[src/rtl/iic_pkg.sv]
// Shared definitions for the byte-level I2C master: command codes, FSM states and bit-slot phases.
package iic_pkg;

    localparam logic [1:0] IIC_CMD_START = 2'b00;
    localparam logic [1:0] IIC_CMD_STOP  = 2'b01;
    localparam logic [1:0] IIC_CMD_WRITE = 2'b10;
    localparam logic [1:0] IIC_CMD_READ  = 2'b11;

    // Wide enough for the largest quarter-period count (1023).
    localparam int unsigned IIC_DIV_W = 10;

    typedef enum logic [2:0] {
        StIdle,
        StStart,
        StStop,
        StWbit,
        StWack,
        StRbit,
        StRack
    } iic_state_e;

    typedef enum logic [1:0] {
        Ph0,
        Ph1,
        Ph2,
        Ph3
    } iic_phase_e;

endpackage

[src/rtl/iic_phase_gen.sv]
// Quarter-period divider and 2-bit phase counter for one I2C bit slot.
// With IIC_CLK_STRETCH_EN defined, P1 is extended until the synchronised SCL reads high.
module iic_phase_gen
    import iic_pkg::*;
#(
    parameter int unsigned CLK_DIV = 25
) (
    input  logic       clk,
    input  logic       rst,
    input  logic       run,
`ifdef IIC_CLK_STRETCH_EN
    input  logic       scl_in,
`endif
    output logic [1:0] phase,
    output logic       phase_end
);

    localparam logic [IIC_DIV_W-1:0] CntLast = IIC_DIV_W'(CLK_DIV - 1);

    logic [IIC_DIV_W-1:0] cnt_q, cnt_d;
    logic [1:0]           phase_q, phase_d;
    logic                 cnt_done;
    logic                 hold;

`ifdef IIC_CLK_STRETCH_EN
    logic scl_s1_q, scl_s2_q;

    always_ff @(posedge clk or posedge rst) begin
        if (rst) begin
            scl_s1_q <= 1'b1;
            scl_s2_q <= 1'b1;
        end else begin
            scl_s1_q <= scl_in;
            scl_s2_q <= scl_s1_q;
        end
    end

    // A slave holding SCL low freezes the count at the end of P1.
    assign hold = (phase_q == Ph1) && !scl_s2_q;
`else
    assign hold = 1'b0;
`endif

    assign cnt_done  = (cnt_q == CntLast);
    assign phase_end = run && cnt_done && !hold;
    assign phase     = phase_q;

    always_comb begin
        cnt_d   = cnt_q;
        phase_d = phase_q;
        if (!run) begin
            cnt_d   = '0;
            phase_d = Ph0;
        end else if (phase_end) begin
            cnt_d   = '0;
            phase_d = phase_q + 2'd1;
        end else if (!cnt_done) begin
            cnt_d = cnt_q + IIC_DIV_W'(1);
        end
    end

    always_ff @(posedge clk or posedge rst) begin
        if (rst) begin
            cnt_q   <= '0;
            phase_q <= Ph0;
        end else begin
            cnt_q   <= cnt_d;
            phase_q <= phase_d;
        end
    end

endmodule

[src/rtl/iic_byte_master.sv]
// Byte-level I2C master: START/STOP/WRITE/READ commands to open-drain SDA/SCL (O/I/T) drive.
// Optional SCL clock stretching is enabled by defining IIC_CLK_STRETCH_EN.
module iic_byte_master
    import iic_pkg::*;
#(
    parameter int unsigned CLK_DIV = 25
) (
    input  logic       CLK_I,
    input  logic       RST_I,
    input  logic       CMD_VALID_I,
    output logic       CMD_READY_O,
    input  logic [1:0] CMD_I,
    input  logic [7:0] DATA_I,
    input  logic       ACK_I,
    output logic       RSP_VALID_O,
    output logic [7:0] RSP_DATA_O,
    output logic       RSP_NACK_O,
    output logic       BUSY_O,
    output logic       SDA_O,
    input  logic       SDA_I,
    output logic       SDA_T,
    output logic       SCL_O,
    input  logic       SCL_I,
    output logic       SCL_T
);

    iic_state_e state_q, state_d;
    logic [1:0] phase_raw;
    iic_phase_e phase;
    logic       phase_end;
    logic       run;
    logic       accept;
    logic       done;
    logic       slot_end;
    logic       sample;

    logic [2:0] bit_cnt_q;
    logic [7:0] shift_q;
    logic       ack_q;
    logic       nack_q;
    logic       sda_s1_q, sda_s2_q;
    logic       sda_hold_q, scl_hold_q;
    logic       sda_want, scl_want;
    logic       rsp_valid_q;
    logic [7:0] rsp_data_q;
    logic       rsp_nack_q;
    logic       busy_q;

    assign run      = (state_q != StIdle);
    assign accept   = CMD_VALID_I && (state_q == StIdle);
    assign phase    = iic_phase_e'(phase_raw);
    assign slot_end = phase_end && (phase == Ph3);
    assign sample   = phase_end && (phase == Ph2);

    iic_phase_gen #(
        .CLK_DIV(CLK_DIV)
    ) u_phase_gen (
        .clk      (CLK_I),
        .rst      (RST_I),
        .run      (run),
`ifdef IIC_CLK_STRETCH_EN
        .scl_in   (SCL_I),
`endif
        .phase    (phase_raw),
        .phase_end(phase_end)
    );

`ifndef IIC_CLK_STRETCH_EN
    logic unused_scl;
    assign unused_scl = SCL_I;
`endif

    always_comb begin
        state_d = state_q;
        done    = 1'b0;
        unique case (state_q)
            StIdle: begin
                if (accept) begin
                    case (CMD_I)
                        IIC_CMD_START: state_d = StStart;
                        IIC_CMD_STOP:  state_d = StStop;
                        IIC_CMD_WRITE: state_d = StWbit;
                        default:       state_d = StRbit;
                    endcase
                end
            end
            StWbit: if (slot_end && bit_cnt_q == 3'd7) state_d = StWack;
            StRbit: if (slot_end && bit_cnt_q == 3'd7) state_d = StRack;
            StStart, StStop, StWack, StRack: begin
                if (slot_end) begin
                    state_d = StIdle;
                    done    = 1'b1;
                end
            end
            default: state_d = StIdle;
        endcase
    end

    // Line levels per state/phase; idle keeps whatever the last command left on the bus.
    always_comb begin
        sda_want = sda_hold_q;
        scl_want = scl_hold_q;
        unique case (state_q)
            StStart: begin
                unique case (phase)
                    Ph0: sda_want = 1'b1;
                    Ph1: begin sda_want = 1'b1; scl_want = 1'b1; end
                    Ph2: begin sda_want = 1'b0; scl_want = 1'b1; end
                    Ph3: begin sda_want = 1'b0; scl_want = 1'b0; end
                endcase
            end
            StStop: begin
                unique case (phase)
                    Ph0:      sda_want = 1'b0;
                    Ph1, Ph2: begin sda_want = 1'b0; scl_want = 1'b1; end
                    Ph3:      begin sda_want = 1'b1; scl_want = 1'b1; end
                endcase
            end
            StWbit, StWack, StRbit, StRack: begin
                scl_want = (phase == Ph1) || (phase == Ph2);
                if (state_q == StWbit)      sda_want = shift_q[7];
                else if (state_q == StRack) sda_want = !ack_q;
                else                        sda_want = 1'b1;
            end
            default: ;
        endcase
    end

    always_ff @(posedge CLK_I or posedge RST_I) begin
        if (RST_I) begin
            state_q <= StIdle;
        end else begin
            state_q <= state_d;
        end
    end

    always_ff @(posedge CLK_I or posedge RST_I) begin
        if (RST_I) begin
            bit_cnt_q   <= '0;
            shift_q     <= '0;
            ack_q       <= 1'b0;
            nack_q      <= 1'b0;
            sda_s1_q    <= 1'b1;
            sda_s2_q    <= 1'b1;
            sda_hold_q  <= 1'b1;
            scl_hold_q  <= 1'b1;
            rsp_valid_q <= 1'b0;
            rsp_data_q  <= '0;
            rsp_nack_q  <= 1'b0;
            busy_q      <= 1'b0;
        end else begin
            sda_s1_q    <= SDA_I;
            sda_s2_q    <= sda_s1_q;
            sda_hold_q  <= sda_want;
            scl_hold_q  <= scl_want;
            rsp_valid_q <= done;

            if (accept) begin
                shift_q   <= DATA_I;
                ack_q     <= ACK_I;
                bit_cnt_q <= '0;
                nack_q    <= 1'b0;
                if (CMD_I == IIC_CMD_START) busy_q <= 1'b1;
            end

            // The write byte and the read byte share one shift register.
            if (slot_end && state_q == StWbit) shift_q <= {shift_q[6:0], 1'b0};
            if (sample && state_q == StRbit)   shift_q <= {shift_q[6:0], sda_s2_q};
            if (sample && state_q == StWack)   nack_q <= sda_s2_q;
            if (slot_end && (state_q == StWbit || state_q == StRbit)) begin
                bit_cnt_q <= bit_cnt_q + 3'd1;
            end

            if (done) begin
                rsp_nack_q <= (state_q == StWack) ? nack_q : 1'b0;
                if (state_q == StRack) rsp_data_q <= shift_q;
                if (state_q == StStop) busy_q <= 1'b0;
            end
        end
    end

    assign CMD_READY_O = (state_q == StIdle);
    assign RSP_VALID_O = rsp_valid_q;
    assign RSP_DATA_O  = rsp_data_q;
    assign RSP_NACK_O  = rsp_nack_q;
    assign BUSY_O      = busy_q;
    assign SDA_O       = 1'b0;
    assign SCL_O       = 1'b0;
    assign SDA_T       = sda_want;
    assign SCL_T       = scl_want;

endmodule
[config.mk]
export PLATFORM = sky130hd
export DESIGN_NAME = iic_byte_master
export DESIGN_NICKNAME = d
export VERILOG_FILES = /design/src/rtl/iic_pkg.sv /design/src/rtl/iic_phase_gen.sv /design/src/rtl/iic_byte_master.sv
export SDC_FILE = /design/constraint.sdc
export NUM_CORES = 1
export LEC_CHECK = 0
export BUFFER_PORTS_ARGS = -buffer_cell sky130_fd_sc_hd__buf_4
export CORE_MARGIN = 2
export CORE_UTILIZATION = 51
export DETAILED_ROUTE_END_ITERATION = 8
export PLACE_DENSITY = 0.74
export SETUP_SLACK_MARGIN = 0.15
export SYNTH_ARGS = -nofsm -noshare
export SYNTH_HDL_FRONTEND = slang
export SYNTH_HIERARCHICAL = 1
export SYNTH_SLANG_ARGS = --single-unit
[constraint.sdc]
create_clock -name CLK_I -period 2.55 [get_ports CLK_I]
set_input_delay 0.1275 -clock CLK_I [delete_from_list [all_inputs] [get_ports CLK_I]]
set_output_delay 0.1275 -clock CLK_I [all_outputs]
set_load 0.02 [all_outputs]
==> flow_metrics.tcl <==
set metrics [dict create \
    numCtsBuffers 5 \
    fillers 367 \
    syn_to_final_growth_pct 20.2 \
    drive_gt1_share_pct 25.6 \
    maxCapViolations 0 \
    finalWirelength_mm 4.55 \
    place.gp.congestion 0.827 \
    antenna_found_initial 0 \
    dr.pass1.iters 4 \
    port_buffers 28 \
    grtUsageTotal_pct 20.6 \
    placed_area_sq_um 2590 \
    hpwl_mm 3.26 \
    synthDistinctLibCells 53 \
    synth_edf_count 0 \
    slew_viol_final 0 \
    synth_area_sq_um 2280 \
    cp_slowest_stage_delay_ns 0.48 \
    overflow 0 \
    nNetsFinal 280 \
    htree_num_levels 2 \
    netlist_instances 214 \
    finalClockSkew_ns 0.00638 \
    worstPathMaxFanout 8 \
    grt_max_degree 32 \
    power_density_nw_per_um2 431 \
    final_cell_mix "39 x dfrtp_1, 37 x buf_4, 16 x inv_1" \
    power_frac_comb_pct 5.8 \
    ir_worst_vdd_v 0.000332 \
    synth_area_leader_cell "dfrtp_1" \
    ys.flop_type "dfrtp_1" \
    power_frac_seq_pct 58.4 \
    power.leakage_nw 1.42 \
    cp_cell_sequence "inv_1 -> ha_1 -> or4b_4 -> nor4_4 -> nand2_4 -> nor3_4 -> buf_6 -> mux2_1" \
    avgSynthCellArea_sq_um 10.7 \
    grt_pass1_vias 1771 \
    dr_total_vias 1763 \
    synth_area_leaders "dfrtp_1 43%, ha_1 6.0%, dfstp_2 4.6%" \
    seqCellArea_sq_um 1080 \
    n_antenna_cell 0 \
    post-route-period-util_pct 87.6 \
    slowest_stage "or4b_4" \
    clk_latency_ns 0.30 \
    p_int_uw 908 \
    coreArea_sq_um 4320 \
    crit_type "flip-flop to flip-flop" \
    p_clk_share_pct 35.8 \
    cp_top_family "simple AND/OR/NAND/NOR gates" \
    post_cts_buffers 0 \
    dieHeight_um 70.9 \
    cts_tree "built" \
    final_hold_viol_count 0 \
    synthArstFlopShare_pct 100 \
    routed_via_density 5.76 \
    crit_buf_inv 2 \
    cp.arrival_ns 2.41 \
    power_mw 1.18 \
    p_sw_uw 273 \
    final_common_cell "dfrtp_1" \
    ant_nets 0 \
    design_area_sq_um 2740 \
    cts.sinks 43 \
    finalSetupViolations 0 \
    start_kind "flip-flop" \
    path_clk_slew_ns 0.08 \
    grt_pass1_wl_mm 8.06 \
    clock_path_buffers 2 \
    wl_per_cell_um 14.9 \
    synth_seq_area_share_pct 47.4 \
    rsz0062_at_grt "false" \
    tns_ns 0 \
    start_util_pct 52.7 \
    min_period_ns 2.23 \
    multi_input_area_sq_um 1140 \
    drt_iter0_drc 117 \
    cp_data_required_time_ns 2.73 \
    yosys_register_bits 43 \
    min_path_type "primary input to flip-flop" \
    die_area_sq_um 5020 \
    outcome "finished clean" \
    synth_top_area_share_pct 42.8 \
    ys.warnings.count 6 \
    row_count 24 \
    switching_share_pct 23.1 \
    root_buffer "clkbuf_8" \
    ioPinCount 32 \
    die_x_um 70.9 \
    fmax_mhz 448 \
    critPathCaptureType "flip-flop" \
    drc 0 \
]
-- cell type report --
cell class,count,area share (%)
Multi-Input combinational cell,147,41.6
Sequential cell,43,39.5
Timing Repair Buffer,40,11.3
Clock buffer,6,2.65
Tap cell,52,2.37
Inverter,16,2.19
Clock inverter,2,0.457
-- flip-flops by register name, summed over array words and instances (netlist names) --
signal,flops
nack_q,1
sda_s1_q,1
ack_q,1
u_phase_gen/phase,2
shift_q,8
BUSY_O,1
sda_s2_q,1
u_phase_gen/cnt_q,10
scl_hold_q,1
RSP_NACK_O,1
RSP_DATA_O,8
sda_hold_q,1
RSP_VALID_O,1
bit_cnt_q,3
state_q,3
-- power groups by stage --
| stage | registers, mW | clock network (mW) | logic (mW) |
|---|---|---|---|
| 4_1_cts | 0.690 | 0.438 | 0.0682 |
| 3_5_place_dp | 0.703 | 0 | 0.0656 |
| 2_1_floorplan | 0.703 | 0 | 0.0366 |
| 6_report | 0.690 | 0.423 | 0.0682 |
| 5_1_grt | 0.691 | 0.458 | 0.0779 |
| 3_3_place_gp | 0.703 | 0 | 0.0644 |
-- Yosys cell counts (2+ instances only) --
master    instances
buf_2             3
a31oi_1           3
dfstp_2           4
xor2_1            2
nand4_1           2
a22o_1           10
nand2_1          12
nand3_1           9
xnor2_1           2
nor2b_1           2
nor3_2            3
dfrtp_1          39
or4_1             2
nor2_1           13
buf_4             4
ha_1             11
o21ai_0           8
o22ai_1           4
mux2_1            9
and2_1            2
nand3b_1          2
or3_1             5
inv_1            16
a21o_1            7
a21oi_1          11
o31ai_1           2
-- path summary, 6_finish.rpt --
check / start / end / slack (ns) / cells past startpoint
min in group asynchronous: RST_I / u_phase_gen/cnt_q[3] / 0.40 / 3
max in group asynchronous: RST_I / sda_s1_q / 1.76 / 4
min: ACK_I / ack_q / 0.02 / 3
max: u_phase_gen/cnt_q[0] / RSP_DATA_O[6] / 0.32 / 8
min reg2reg: sda_s1_q / sda_s2_q / 0.36 / 0
max reg2reg: u_phase_gen/cnt_q[0] / RSP_DATA_O[6] / 0.32 / 8
-- timing repair --
action	in CTS	in global routing
hold buffers	2	0
gates resized for setup	0	7
endpoints found under the setup margin	0	20
hold endpoints to repair	40	0
-- routing by layer --
metal	vias up	part of all wire, %	track usage (%)
met5	-	0	0
met4	0	2.4	11.1
met3	10	3.1	3.13
met2	37	49	33.1
met1	861	45	26.9
li1	855	-	-
-- kinds of logic (layout without fill, tap and decap cells) --
kind of cell	Yosys count	after routing	share of synthesized area, %
compound gates	59	59	19.3
xor+xnor	4	4	1.54
fa+ha+maj	11	11	6.04
buf+inv	25	64	5.32
flops	43	43	47.4
mux	9	9	4.45
other cells	1	2	0.164
simple gates	62	62	15.8
-- tightest hold or removal path, cell delays in order --
cell and delay, ns:
buf_4 0.07, nand2_1 0.04, nand2_1 0.05
-- per-stage QoR --
step	instances	hold slack (ns)	setup slack, ns	util (%)
2_1_floorplan	215	-0.00780	0.172	-
3_3_place_gp	296	0.176	0.213	59.9
3_5_place_dp	296	0.192	0.180	59.9
4_1_cts	306	0.0131	0.161	62.3
5_1_grt	306	0.0355	0.181	63.4
6_report	306	0.0180	0.316	63.4
(Power assumes the default switching activity.)
